`src/rtl/pipe_addsub_vr.sv`:
```
// pipe_addsub_vr: three-stage valid/ready pipeline returning op1 - (op1 + op2) with carry/borrow flags.
// Define PIPE_ADDSUB_STATS_EN to build the txn_count/stall_count counters; otherwise both read 0.
module pipe_addsub_vr #(
   parameter int WIDTH = 32
) (
   input  logic             clk,
   input  logic             reset,
   input  logic             in_valid,
   output logic             in_ready,
   input  logic [WIDTH-1:0] in_op1,
   input  logic [WIDTH-1:0] in_op2,
   output logic             out_valid,
   input  logic             out_ready,
   output logic [WIDTH-1:0] out_res,
   output logic             out_carry,
   output logic             out_borrow,
   output logic [31:0]      txn_count,
   output logic [31:0]      stall_count
);
   logic v1, v2, v3, adv1, adv2, adv3;
   logic [WIDTH-1:0] s1_op1, s1_op2, s2_op1, s3_res;
   logic [WIDTH:0] s2_sum;
   logic s3_carry, s3_borrow;

   // a stage moves when its successor moves or when it holds a bubble
   always_comb begin
      adv3 = out_ready || !v3;
      adv2 = adv3 || !v2;
      adv1 = adv2 || !v1;
   end

   assign in_ready   = adv1;
   assign out_valid  = v3;
   assign out_res    = s3_res;
   assign out_carry  = s3_carry;
   assign out_borrow = s3_borrow;

   // valid bits shift with their stage; bubbles travel as v=0
   always_ff @(posedge clk) begin
      if (reset) begin
         v1 <= 1'b0;
         v2 <= 1'b0;
         v3 <= 1'b0;
      end else begin
         if (adv1) v1 <= in_valid;
         if (adv2) v2 <= v1;
         if (adv3) v3 <= v2;
      end
   end

   // payloads only load real entries, so outputs stay put across bubbles
   always_ff @(posedge clk) begin
      if (reset) begin
         s1_op1    <= '0;
         s1_op2    <= '0;
         s2_op1    <= '0;
         s2_sum    <= '0;
         s3_res    <= '0;
         s3_carry  <= 1'b0;
         s3_borrow <= 1'b0;
      end else begin
         if (adv1 && in_valid) begin
            s1_op1 <= in_op1;
            s1_op2 <= in_op2;
         end
         if (adv2 && v1) begin
            s2_op1 <= s1_op1;
            s2_sum <= {1'b0, s1_op1} + {1'b0, s1_op2};
         end
         if (adv3 && v2) begin
            s3_res    <= s2_op1 - s2_sum[WIDTH-1:0];
            s3_carry  <= s2_sum[WIDTH];
            s3_borrow <= s2_op1 < s2_sum[WIDTH-1:0];
         end
      end
   end

`ifdef PIPE_ADDSUB_STATS_EN
   logic [31:0] txn_q, stall_q;

   // accepted-transaction and output-stall counters, wrapping at 2^32
   always_ff @(posedge clk) begin
      if (reset) begin
         txn_q   <= '0;
         stall_q <= '0;
      end else begin
         if (in_valid && adv1) txn_q <= txn_q + 32'd1;
         if (v3 && !out_ready) stall_q <= stall_q + 32'd1;
      end
   end

   assign txn_count   = txn_q;
   assign stall_count = stall_q;
`else
   assign txn_count   = '0;
   assign stall_count = '0;
`endif
endmodule

```
`config.mk`:
```
export PLATFORM = sky130hd
export DESIGN_NAME = pipe_addsub_vr
export DESIGN_NICKNAME = d
export VERILOG_FILES = /design/src/rtl/pipe_addsub_vr.sv
export SDC_FILE = /design/constraint.sdc
export NUM_CORES = 1
export LEC_CHECK = 0
export BUFFER_PORTS_ARGS = -buffer_cell sky130_fd_sc_hd__buf_2
export CORE_MARGIN = 5
export CORE_UTILIZATION = 31
export CTS_CLUSTER_DIAMETER = 50
export DETAILED_ROUTE_END_ITERATION = 8
export PLACE_DENSITY_LB_ADDON = 0.25
export SLEW_MARGIN = 5
export SYNTH_ARGS = -nofsm -noshare
export SYNTH_HDL_FRONTEND = slang
export SYNTH_SLANG_ARGS = --single-unit
export TNS_END_PERCENT = 100
```
`constraint.sdc`:
```
create_clock -name clk -period 3.5 [get_ports clk]
set_input_delay 0 -clock clk [delete_from_list [all_inputs] [get_ports clk]]
set_output_delay 0 -clock clk [all_outputs]
set_load 0.01 [all_outputs]
```
==> impl_metrics.tcl <==
set metrics [dict create \
    clk_latency_ns 0.44 \
    grt_pass1_vias 7845 \
    initial_core_util 0.3146 \
    fin_util 0.3773 \
    worst_pin_slew_ns 0.8482 \
    drc 0 \
    cts_buffers 17 \
    status "complete, no violations" \
    cts_sinks 166 \
    drv_cap 0 \
    grt_pass1_wl_um 40730 \
    slew_headroom 0.4346 \
    die_area_um2 34670 \
    async_flop_share 0 \
    cts_tree "yes" \
    fin_cells 1826 \
    synth.area.top_cells "dfxtp_1 35%, nand2_1 12%, a21oi_1 11%, ha_1 8.3%, buf_4 5.0%" \
    startpoint "s1_op1[0]$_SDFFE_PP0P_" \
    worstPathCellList "ha_1 > fa_1 > a21oi_1 > o211ai_1 > a221o_1 > o31ai_4 > o31ai_2 > a211oi_2 > nor2_1 > a2111oi_0 > o22ai_1" \
    pre_cts_ws_ns 0.3465 \
    yosysTopAreaCell "dfxtp_1" \
    cts-root-buf "clkbuf_16" \
    grt_max_degree 60 \
    yosys_warnings 0 \
    setup_tns_ns 0 \
    firstDrtPassIters 5 \
    htreeDepth 4 \
    r2r_start "s1_op1[0]$_SDFFE_PP0P_" \
    cp-start-kind "flop" \
    power.density_nw_per_um2 432.8 \
    antenna_cells 0 \
    hpwl_um 19430 \
    min_period_over_period 0.8947 \
    final_layout_size_suffix_gt1_frac 0.1168 \
    drt_iter0_markers 451 \
    io_buffer_count 103 \
    antenna_left 0 \
    coreArea_um2 30590 \
    syn_area_um2 9624 \
    syn_avg_cell_area_um2 7.513 \
    finClkSkew_ns 0.009107 \
    p_total_mw 4.995 \
    setup_ws_ns 0.3686 \
    wl_um 25470 \
    synth-seq-cells 166 \
    design_area_um2 11540 \
    std_cell_rows 64 \
    grt_overflow_total 0 \
    synth_cell_types 67 \
    via_per_inst 4.646 \
    crit_type "reg -> reg" \
    end_kind "flop" \
    path_clk_slew_ns 0.07 \
    clock_path_buffers 2 \
    cpPeakStageDelay_ns 0.42 \
    synth_edf_count 0 \
    syn_inst 1281 \
    place.gp.congestion 0.8255 \
    placed_area_um2 10290 \
    fin_crit_ns 3.131 \
    pin_count 168 \
    wl_per_cell_um 13.95 \
    min_path_type "in -> reg" \
    finalNetCount 1553 \
    setup_viol 0 \
    rsz0062_at_grt "no" \
    ys_seq_area_frac 0.3453 \
    placedCellCount 1731 \
    cp.required_ns 3.79 \
    arrival_ns 3.43 \
    hold_viol_final 0 \
    num_vias 8484 \
    holdWs_ns 0.06126 \
    die_y_um 186.2 \
    die_x_um 186.2 \
    antenna_found_initial 0 \
    path_max_fanout 4 \
    peakVddDrop_uv 203.4 \
    grtUsageTotal 0.1446 \
    synth_top_area_frac 0.3453 \
    slew_viol_final 0 \
    synth_top_flop_cell "dfxtp_1" \
    worstHoldStart "reset" \
    syn_to_final_growth_pct 19.92 \
    fmax_ghz 0.3193 \
    p_leak_nw 5.007 \
    worst_path_max_delay_cell "fa_1" \
]
[what timing repair did]
item	CTS	global route
setup endpoints to repair	0	0
gates resized for setup	0	0
endpoints found under the hold margin	65	0
hold buffers	65	0
buffers inserted	0	0
[worst max-delay path, delay by kind of cell (launching register included)]
family / cells / cell delay, ns
AO/OA/AOI/OAI: 8 / 1.94
adder cells (fa/ha/maj): 2 / 0.65
flip-flops: 1 / 0.33
AND/OR/NAND/NOR: 1 / 0.06
[per-layer routing]
layer  GRT usage  share of wire
met5           0              0
met1      0.2213           0.55
met3     0.02450          0.034
met4     0.03731         0.0096
met2      0.2097           0.41
[cell usage in the layout (no fill, tap or decap), types with 4 or more instances in the layout]
cell / netlist / layout
a21o_1: 30 / 30
inv_1: 48 / 48
nor2_1: 60 / 60
xor2_1: 14 / 14
o211ai_1: 6 / 6
a31oi_1: 9 / 8
and3_1: 5 / 5
o21bai_1: 9 / 9
conb_1: 1 / 64
nor2b_1: 7 / 6
nand4_1: 7 / 7
a211oi_1: 16 / 16
buf_4: 64 / 13
clkinv_4: 0 / 5
nand3b_1: 4 / 4
nand3_1: 17 / 17
nand2_1: 319 / 318
xnor2_1: 31 / 31
o21a_1: 10 / 10
nor3_1: 9 / 9
or2_2: 5 / 5
a21oi_1: 203 / 203
nand2b_1: 9 / 9
dlygate4sd3_1: 0 / 65
o21ai_0: 43 / 43
and2_1: 5 / 4
buf_2: 2 / 102
dfxtp_1: 166 / 166
nor4b_1: 5 / 5
or3_1: 5 / 5
clkbuf_16: 0 / 17
ha_1: 64 / 64
[power by group]
group	switching [mW]	total [mW]	internal [mW]
registers	0.0677	2.05	1.98
clock network	0.793	1.93	1.14
logic	0.578	1.01	0.435
total	1.44	4.99	3.56
[cells in the mapped netlist (2+ instances only)]
cell / instances
a21oi_1: 203
a221o_1: 3
o22ai_1: 2
o211ai_1: 6
a31o_2: 2
nand3_1: 17
o21bai_1: 9
buf_4: 64
or4_1: 2
nand2b_1: 9
buf_2: 2
o21ai_0: 43
nand3b_1: 4
o31ai_1: 3
xnor2_1: 31
nor3_1: 9
nand4_1: 7
nor4_1: 2
nand2_1: 319
or2_2: 5
dfxtp_1: 166
nor2_1: 60
a21o_1: 30
nor2b_1: 7
and2_1: 5
o21a_1: 10
xor2_1: 14
ha_1: 64
clkbuf_1: 59
mux2i_1: 3
a211oi_1: 16
nor4b_1: 5
fa_1: 2
a31oi_1: 9
and3_1: 5
inv_1: 48
or3_1: 5
a22o_1: 2
[registers in the layout (all words and copies together) (netlist names), 32 cells and up]
register  flops
out_res      32
s1_op1       32
s1_op2       32
s2_op1       32
s2_sum       33
[final timing paths]
path	slack [ns]	cells past startpoint	to
setup reg to reg	0.37	11	s2_sum[32]$_SDFFE_PP0P_
hold / removal	0.06	2	s2_sum[13]$_SDFFE_PP0P_
setup / recovery	0.37	11	s2_sum[32]$_SDFFE_PP0P_
hold reg to reg	0.45	2	out_res[31]$_SDFFE_PP0P_
[cells by family (layout without fill, tap and decap cells)]
group	count (synthesis)	in the layout	synth area share
simple gates	467	467	0.2055
fa+ha+maj	66	66	0.08736
compound gates	360	360	0.2246
flops	166	166	0.3453
mux	3	3	0.003120
buf+inv	173	259	0.09269
xor+xnor	45	45	0.04095
other cells	1	64	0.0003896
[layout make-up]
cell class / instances / area, µm²
Multi-Input combinational cell: 1005 / 5667
Timing Repair Buffer: 181 / 1279
Clock inverter: 11 / 153.9
Inverter: 48 / 180.2
Tap cell: 396 / 495.5
Sequential cell: 166 / 3323
Fill cell: 3258 / 19050
Clock buffer: 19 / 442.9
(Power assumes the default switching activity.)
